## src/rtl/edge_counter_pkg.sv

```systemverilog
// Shared types and constants for the quad edge counter.
// Holds the per-channel state encoding, the default counter width and the
// saturation value of a default-width counter.
package edge_counter_pkg;

  localparam int unsigned N_CH          = 4;
  localparam int unsigned CNT_W_DEFAULT = 32;
  localparam logic [CNT_W_DEFAULT-1:0] CNT_MAX = '1;

  typedef enum logic [2:0] {
    ST_IDLE,
    ST_WAIT_TRIG,
    ST_ARM,
    ST_HIGH,
    ST_LOW
  } chan_state_e;

endpackage

```

## src/rtl/edge_counter_channel.sv

```systemverilog
// One measurement channel: optional input synchronizer, inversion, edge
// detection, state machine, high/low/period counters and capture registers.
// Define EDGE_COUNTER_SYNC_EN to insert a 2-flop synchronizer on i_sig.
module edge_counter_channel
  import edge_counter_pkg::*;
#(
  parameter int unsigned CNT_W = CNT_W_DEFAULT
) (
  input  logic             clk,
  input  logic             rst_n_sync,
  input  logic             i_sig,
  input  logic             i_trig,
  input  logic             i_enable,
  input  logic             i_trig_enable,
  input  logic             i_inv,
  output logic [CNT_W-1:0] o_d1,
  output logic [CNT_W-1:0] o_d2,
  output logic [CNT_W-1:0] o_d3,
  output logic             o_cap3
);

  localparam logic [CNT_W-1:0] L_MAX = '1;
  localparam logic [CNT_W-1:0] L_ONE = CNT_W'(1);

  function automatic logic [CNT_W-1:0] sat_inc(input logic [CNT_W-1:0] v);
    return (v == L_MAX) ? v : v + L_ONE;
  endfunction

  logic             w_sig;
  logic             w_s;
  logic             r_s_d;
  logic             w_rise;
  logic             w_fall;
  chan_state_e      r_state;
  chan_state_e      w_next;
  logic             w_cap1;
  logic             w_cap23;
  logic [CNT_W-1:0] r_high_cnt;
  logic [CNT_W-1:0] r_low_cnt;
  logic [CNT_W-1:0] r_per_cnt;
  logic [CNT_W-1:0] r_d1;
  logic [CNT_W-1:0] r_d2;
  logic [CNT_W-1:0] r_d3;

`ifdef EDGE_COUNTER_SYNC_EN
  logic r_sync1;
  logic r_sync2;

  // Two-flop synchronizer for the asynchronous measured signal
  always_ff @(posedge clk or negedge rst_n_sync) begin
    if (!rst_n_sync) begin
      r_sync1 <= 1'b0;
      r_sync2 <= 1'b0;
    end else begin
      r_sync1 <= i_sig;
      r_sync2 <= r_sync1;
    end
  end

  assign w_sig = r_sync2;
`else
  assign w_sig = i_sig;
`endif

  assign w_s    = w_sig ^ i_inv;
  assign w_rise = w_s & ~r_s_d;
  assign w_fall = ~w_s & r_s_d;

  // Delayed copy of the conditioned input for edge detection
  always_ff @(posedge clk or negedge rst_n_sync) begin
    if (!rst_n_sync) r_s_d <= 1'b0;
    else             r_s_d <= w_s;
  end

  // State register
  always_ff @(posedge clk or negedge rst_n_sync) begin
    if (!rst_n_sync) r_state <= ST_IDLE;
    else             r_state <= w_next;
  end

  // Next-state and capture strobes; disable overrides every state
  always_comb begin
    w_next  = r_state;
    w_cap1  = 1'b0;
    w_cap23 = 1'b0;
    if (!i_enable) begin
      w_next = ST_IDLE;
    end else begin
      case (r_state)
        ST_IDLE:      w_next = i_trig_enable ? ST_WAIT_TRIG : ST_ARM;
        ST_WAIT_TRIG: if (i_trig) w_next = ST_ARM;
        ST_ARM:       if (w_rise) w_next = ST_HIGH;
        ST_HIGH: begin
          if (w_fall) begin
            w_cap1 = 1'b1;
            w_next = ST_LOW;
          end
        end
        ST_LOW: begin
          if (w_rise) begin
            w_cap23 = 1'b1;
            w_next  = i_trig_enable ? ST_WAIT_TRIG : ST_HIGH;
          end
        end
        default:      w_next = ST_IDLE;
      endcase
    end
  end

  // Counters keyed on the state being entered: load 1 on entry, then
  // saturating increment; the period counter reloads on every rise.
  always_ff @(posedge clk or negedge rst_n_sync) begin
    if (!rst_n_sync) begin
      r_high_cnt <= '0;
      r_low_cnt  <= '0;
      r_per_cnt  <= '0;
    end else begin
      if (w_next == ST_HIGH)
        r_high_cnt <= (r_state == ST_HIGH) ? sat_inc(r_high_cnt) : L_ONE;
      else
        r_high_cnt <= '0;

      if (w_next == ST_LOW)
        r_low_cnt <= (r_state == ST_LOW) ? sat_inc(r_low_cnt) : L_ONE;
      else
        r_low_cnt <= '0;

      if (w_next == ST_HIGH || w_next == ST_LOW)
        r_per_cnt <= w_rise ? L_ONE : sat_inc(r_per_cnt);
      else
        r_per_cnt <= '0;
    end
  end

  // Capture registers hold their value between captures
  always_ff @(posedge clk or negedge rst_n_sync) begin
    if (!rst_n_sync) begin
      r_d1 <= '0;
      r_d2 <= '0;
      r_d3 <= '0;
    end else begin
      if (w_cap1) r_d1 <= r_high_cnt;
      if (w_cap23) begin
        r_d2 <= r_low_cnt;
        r_d3 <= r_per_cnt;
      end
    end
  end

  assign o_d1   = r_d1;
  assign o_d2   = r_d2;
  assign o_d3   = r_d3;
  assign o_cap3 = w_cap23;

endmodule

```

## src/rtl/edge_counter_quad.sv

```systemverilog
// Four-channel high/low/period counter with a shared arm trigger and a
// combined trigger output. Define EDGE_COUNTER_SYNC_EN to synchronize sig_in.
module edge_counter_quad
  import edge_counter_pkg::*;
#(
  parameter int unsigned CNT_W = CNT_W_DEFAULT
) (
  input  logic             clk,
  input  logic             rst_n_sync,
  input  logic [3:0]       sig_in,
  input  logic             trig_in,
  input  logic [3:0]       enable,
  input  logic [3:0]       trig_enable,
  input  logic [3:0]       cfg_in_inv,
  input  logic [3:0]       cfg_trig_out,
  output logic             trig_out,
  output logic [CNT_W-1:0] d1_count_0,
  output logic [CNT_W-1:0] d1_count_1,
  output logic [CNT_W-1:0] d1_count_2,
  output logic [CNT_W-1:0] d1_count_3,
  output logic [CNT_W-1:0] d2_count_0,
  output logic [CNT_W-1:0] d2_count_1,
  output logic [CNT_W-1:0] d2_count_2,
  output logic [CNT_W-1:0] d2_count_3,
  output logic [CNT_W-1:0] d3_count_0,
  output logic [CNT_W-1:0] d3_count_1,
  output logic [CNT_W-1:0] d3_count_2,
  output logic [CNT_W-1:0] d3_count_3
);

  logic [CNT_W-1:0] w_d1 [N_CH];
  logic [CNT_W-1:0] w_d2 [N_CH];
  logic [CNT_W-1:0] w_d3 [N_CH];
  logic [N_CH-1:0]  w_cap3;
  logic             r_trig_out;

  for (genvar g = 0; g < N_CH; g++) begin : g_ch
    edge_counter_channel #(
      .CNT_W (CNT_W)
    ) u_ch (
      .clk           (clk),
      .rst_n_sync    (rst_n_sync),
      .i_sig         (sig_in[g]),
      .i_trig        (trig_in),
      .i_enable      (enable[g]),
      .i_trig_enable (trig_enable[g]),
      .i_inv         (cfg_in_inv[g]),
      .o_d1          (w_d1[g]),
      .o_d2          (w_d2[g]),
      .o_d3          (w_d3[g]),
      .o_cap3        (w_cap3[g])
    );
  end

  // Registered OR of selected period captures; simultaneous captures merge
  always_ff @(posedge clk or negedge rst_n_sync) begin
    if (!rst_n_sync) r_trig_out <= 1'b0;
    else             r_trig_out <= |(w_cap3 & cfg_trig_out);
  end

  assign trig_out   = r_trig_out;
  assign d1_count_0 = w_d1[0];
  assign d1_count_1 = w_d1[1];
  assign d1_count_2 = w_d1[2];
  assign d1_count_3 = w_d1[3];
  assign d2_count_0 = w_d2[0];
  assign d2_count_1 = w_d2[1];
  assign d2_count_2 = w_d2[2];
  assign d2_count_3 = w_d2[3];
  assign d3_count_0 = w_d3[0];
  assign d3_count_1 = w_d3[1];
  assign d3_count_2 = w_d3[2];
  assign d3_count_3 = w_d3[3];

endmodule

```

## config.mk

```make
export PLATFORM = sky130hd
export DESIGN_NAME = edge_counter_quad
export DESIGN_NICKNAME = d
export VERILOG_FILES = /design/src/rtl/edge_counter_pkg.sv /design/src/rtl/edge_counter_channel.sv /design/src/rtl/edge_counter_quad.sv
export SDC_FILE = /design/constraint.sdc
export NUM_CORES = 1
export LEC_CHECK = 0
export ABC_AREA = 1
export CAP_MARGIN = 20
export CORE_AREA = 2 2 305 307
export DETAILED_ROUTE_END_ITERATION = 7
export DIE_AREA = 0 0 307 309
export GPL_ROUTABILITY_DRIVEN = 0
export PLACE_DENSITY = 0.72
export RECOVER_POWER = 100
export SLEW_MARGIN = 20
export SYNTH_ARGS = -nofsm -noshare
export SYNTH_HDL_FRONTEND = slang
export SYNTH_HIERARCHICAL = 1
export SYNTH_SLANG_ARGS = --single-unit
```

## constraint.sdc

```tcl
create_clock -name clk -period 2 [get_ports clk]
set_input_delay 0.4 -clock clk [delete_from_list [all_inputs] [get_ports clk]]
set_output_delay 0.4 -clock clk [all_outputs]
set_load 0.005 [all_outputs]
```

==> results.md, run 1 <==
- In this run the critical register-to-register path is captured at g_ch[0].u_ch/r_low_cnt[15].
- The start point of the worst min-delay path is cfg_in_inv[0].
- Summed over all layers, the routed wires come to 119,000 um.
- From left edge to right edge, the die measures approximately 310 um.
- Excluding fillers, the count of instances in the completed layout stands at 7,357.
- Counting along the longest clock path gives a buffer depth of 3.
- Adding up every negative setup slack in the final design gives 0 ps.
- Of the cells placed in the final design, the portion with a size suffix greater than 1 is 9.72%.
- Dividing total power by cell area gives a power density of a little under 700 mW/mm2.
- The synthesized netlist contains 34 unique library cells.
- The HPWL after detailed placement is 89,600 um.
- The mean number of vias per cell is ~5.2.
- The reg2reg setup slack is 60 ps.
- Measured in cells, the most critical reg-to-reg path has a length of 8.
- The highest fanout seen on the critical path is 2.
- The number of global-route vias before repair is approximately 36,000.
- The arrival time of the worst setup path is around 1600 ps.
- The class of the most critical hold timing path is primary input to flop.
- The main combinational cell family by area after synthesis is simple AND/OR/NAND/NOR gates.
- The library cell used most frequently in the layout, excluding fill and tap cells, is sky130_fd_sc_hd__nand2_1.
- Together, buffers and inverters on the worst path number 1.
- Entering global routing, the biggest net connects 97 pins.
- The worst vdd rail ir drop is 0.716 mV.
- Summing every instance area after synthesis gives just over 0.04 mm2.
- Leaving out fill and tap cells, the most frequent cells in the layout are sky130_fd_sc_hd__nand2_1, sky130_fd_sc_hd__dfrtp_1, sky130_fd_sc_hd__nor2_1, sky130_fd_sc_hd__inv_1, sky130_fd_sc_hd__o21ai_0.
- The transition at the pin with the smallest max-transition slack is approximately 1100 ps.
- The detailed router finished its first iteration with 3,182 violations.
- The initial standard-cell utilization of the core is 44.6%.
- Overall power consumption after layout is estimated at around 35 mW.
- The net count after synthesis is 5,545.
- Before CTS, the worst setup slack after placement is -299 ps.
- The peak clock frequency supported by timing is between 500 and 600 MHz.
- Of all flip-flops after synthesis, the portion carrying an async set or reset was 100%.
- The worst setup path is launched from a flop.
- Summing the sequential cell areas from Yosys gives 48.1% of the chip area.
- Dividing the final minimum period by the clock period gives about 97%.
- Global routing finished with a remaining overflow of 0.
- The number of hold violations in the final report came to 0.
- For this run, the slowest stage of the critical path takes 530 ps.
- The relative slew slack is ~24%.
- The number of search-and-repair iterations in the first detailed-routing pass is 6.
- The synthesis-to-layout area growth is 23.8%.
- The final worst setup slack is roughly 51 ps.
- The cell family contributing the most delay on the critical path is buffers and inverters.
- The first global-routing pass estimated approximately 190,000 um of wire.
- The CTS sink count is roughly 790.
- The initial antenna violation count is 2.
- Data on the critical path is required at its endpoint by 1600 ps.
- The critical path goes through clkdlybuf4s50_1.
- The final antenna diode count is 0.
- The overall die area is ~0.095 mm2.
- The total instance count after detailed placement is a little over 7,000.
- TritonCTS built the clock tree.
- The final clock skew is ~32 ps.
- Counting flops and latches in the post-synthesis netlist gives just under 800.
- The synthesized netlist devotes less than 1% of its cell area to adder and majority cells.
- The flip-flop cell with the highest count after synthesis is sky130_fd_sc_hd__dfrtp_1.
- The slowest stage of the critical path is the sky130_fd_sc_hd__clkdlybuf4s50_1 cell.
- The static leakage power is roughly 23 nW.
- The max-slew violation count came to 0.
- The post-CTS clock slew at the launch and capture registers of the worst setup and hold paths is ~60 ps.
- The end point of the most critical hold path is g_ch[0].u_ch/r_s_d.
- After Yosys synthesis, and, or, nand and nor cells account for between 30% and 40% of the synthesized area.
- After synthesis, the share of cell area in mux cells is less than 1%.
- The count of buffers added on input and output ports is 407.
- The critical path is of the flop to output port type.
- The total of endpoints with negative setup slack in the final report is 0.
- The cell depth of the worst min-delay path is 3.
- Of the total synthesized cell area, the portion taken by XOR and XNOR cells is 0.687%.
- The vertical die dimension is 309 um.
- Setup repair after global routing could not meet its margin everywhere.
- The compound-gate portion of the synthesized area is under 10%.
- The clock period could shrink to 1950 ps.
- The count of synthesis-stage warnings from yosys is 6.
- Counting flops with a built-in enable in the synthesized netlist gives 0.
- In this run the remaining antenna-violating nets after routing total 0.
- The run finished with clean final reports.
- For this run, the total global-route usage over all layers was measured as approximately a quarter.
- The total area inside the core boundary comes to roughly 0.091 mm2.
- The capturing element type of the critical path is an output port.
- The end-of-flow core utilization is 55.3%.
- The detailed router placed 38,200 vias in this run.
- The clock root buffer master is sky130_fd_sc_hd__clkbuf_16.
- The floorplan has about 110 rows.
- The DRC violations left is 0.
- The CTS buffer count is 86.
- Clock latency on the worst-skew pair, taken at its later pin, is around 670 ps.
- The final-stage net count is roughly 6,100.
- In the final routed layout, each cell accounts on average for around 16 um.
- In this run the critical register-to-register path is launched from g_ch[0].u_ch/r_low_cnt[0].
- The H-tree level count is 3.
- For this design the top-level I/O count stands at 408.
- Max-cap violations in this run came to 0.
- The mean instance size in the synthesized netlist is 7.40 um2.
- The post-synthesis cell count is around 5,500.
==> per-layer routing <==
layer  part of all wire [%]  track usage [%]  up-vias
met5                  0.017                0        -
met4                    3.7             9.67        2
met3                    6.2             4.39      223
met2                     47             40.4     1282
met1                     43             32.7    18000
li1                       -                -    18700
==> worst max path at each step <==
| stage | cells past startpoint | endpoint | start |
|---|---|---|---|
| floorplan | 10 | g_ch[0].u_ch/r_low_cnt[28] | g_ch[0].u_ch/r_low_cnt[0] |
| global placement | 12 | g_ch[2].u_ch/r_high_cnt[13] | trig_in |
| detailed placement | 12 | g_ch[2].u_ch/r_high_cnt[13] | trig_in |
| CTS | 1 | d2_count_1[3] | g_ch[1].u_ch/o_d2[3] |
| global route | 3 | g_ch[1].u_ch/o_d3[10] | rst_n_sync |
| finish | 1 | d2_count_0[22] | g_ch[0].u_ch/o_d2[22] |
==> synth_stat cells, types with 8 or more instances <==
cell | instances | area (um2)
sky130_fd_sc_hd__nand2_1 | 1735 | 6510
sky130_fd_sc_hd__dfrtp_1 | 785 | 19600
sky130_fd_sc_hd__nor2_1 | 664 | 2490
sky130_fd_sc_hd__inv_1 | 610 | 2290
sky130_fd_sc_hd__o21ai_0 | 540 | 2700
sky130_fd_sc_hd__nand3_1 | 452 | 2260
sky130_fd_sc_hd__nor3_1 | 148 | 741
sky130_fd_sc_hd__clkbuf_1 | 72 | 270
sky130_fd_sc_hd__nand4_1 | 72 | 450
sky130_fd_sc_hd__nor2_2 | 52 | 325
sky130_fd_sc_hd__buf_2 | 36 | 180
sky130_fd_sc_hd__buf_6 | 36 | 405
sky130_fd_sc_hd__o21ai_1 | 36 | 180
sky130_fd_sc_hd__a21oi_1 | 32 | 160
sky130_fd_sc_hd__nand3_2 | 32 | 320
sky130_fd_sc_hd__xor2_1 | 32 | 280
sky130_fd_sc_hd__inv_2 | 28 | 105
sky130_fd_sc_hd__nor3_2 | 24 | 240
sky130_fd_sc_hd__nand3b_1 | 20 | 150
sky130_fd_sc_hd__nor2_4 | 16 | 180
sky130_fd_sc_hd__ha_1 | 12 | 150
sky130_fd_sc_hd__nand2_2 | 12 | 75.1
sky130_fd_sc_hd__clkinv_1 | 8 | 30.0
sky130_fd_sc_hd__nand4_2 | 8 | 100
sky130_fd_sc_hd__nor3_4 | 8 | 130
sky130_fd_sc_hd__or2_2 | 8 | 50.1
==> power breakdown <==
group / switching, mW / leakage [nW] / total (mW) / internal (mW)
Clock: 6.73 / 1.51 / 17.2 / 10.4
Combinational: 1.06 / 10.3 / 1.65 / 0.589
Sequential: 0.128 / 10.9 / 16.2 / 16.0
Total: 7.92 / 22.8 / 35.0 / 27.1
==> metrics by stage <==
stage,hold WS (ps),cell area [um2]
final,434,50500
after global routing,405,50500
after CTS,190,50600
after floorplan,104,40800
after global placement,308,47600
after detailed placement,309,47600
==> area by class of cell <==
type / count / area [um2]
tap: 1186 / 1480
sequential: 785 / 19700
clock buffer: 116 / 2460
clock inverter: 40 / 601
timing repair buffer: 653 / 5900
fill: 8605 / 40900
inverter: 646 / 2430
multi-input combinational: 3931 / 18000
==> flip-flops by register name (all words and copies together) (netlist names) <==
signal / cells
g_ch.u_ch/o_d1: 128
g_ch.u_ch/r_state: 12
g_ch.u_ch/r_per_cnt: 128
g_ch.u_ch/r_s_d: 4
g_ch.u_ch/r_high_cnt: 128
g_ch.u_ch/o_d2: 128
g_ch.u_ch/o_d3: 128
g_ch.u_ch/r_low_cnt: 128
trig_out: 1
==> timing repair <==
item / 4_1_cts / 5_1_grt
endpoints found under the setup margin: 143 / 163
buffers inserted: 15 / 16
gates resized for setup: 142 / 85
hold endpoints to repair: 104 / 0
hold buffers: 1 / 0
pin swaps: 0 / 7
==> kinds of logic after synthesis <==
kind of cell | after synthesis
AOI/OAI and AO/OA | 612
xor gates and xnor gates | 32
adders and majority gates | 12
buffers and inverters | 794
DFF | 785
muxes | 4
and+or+nand+nor | 3271
(Power assumes the default switching activity.)
==> inputs of run 2 (changes only) <==
--- a/config.mk
+++ b/config.mk
@@ -11,6 +11,7 @@
 export DETAILED_ROUTE_END_ITERATION = 7
 export DIE_AREA = 0 0 307 309
 export GPL_ROUTABILITY_DRIVEN = 0
+export HOLD_SLACK_MARGIN = 0.1
 export PLACE_DENSITY = 0.72
 export RECOVER_POWER = 100
 export SLEW_MARGIN = 20
==> results of run 2 <==
Same layout as run 1: the final DEF is identical, and so are final timing and power.
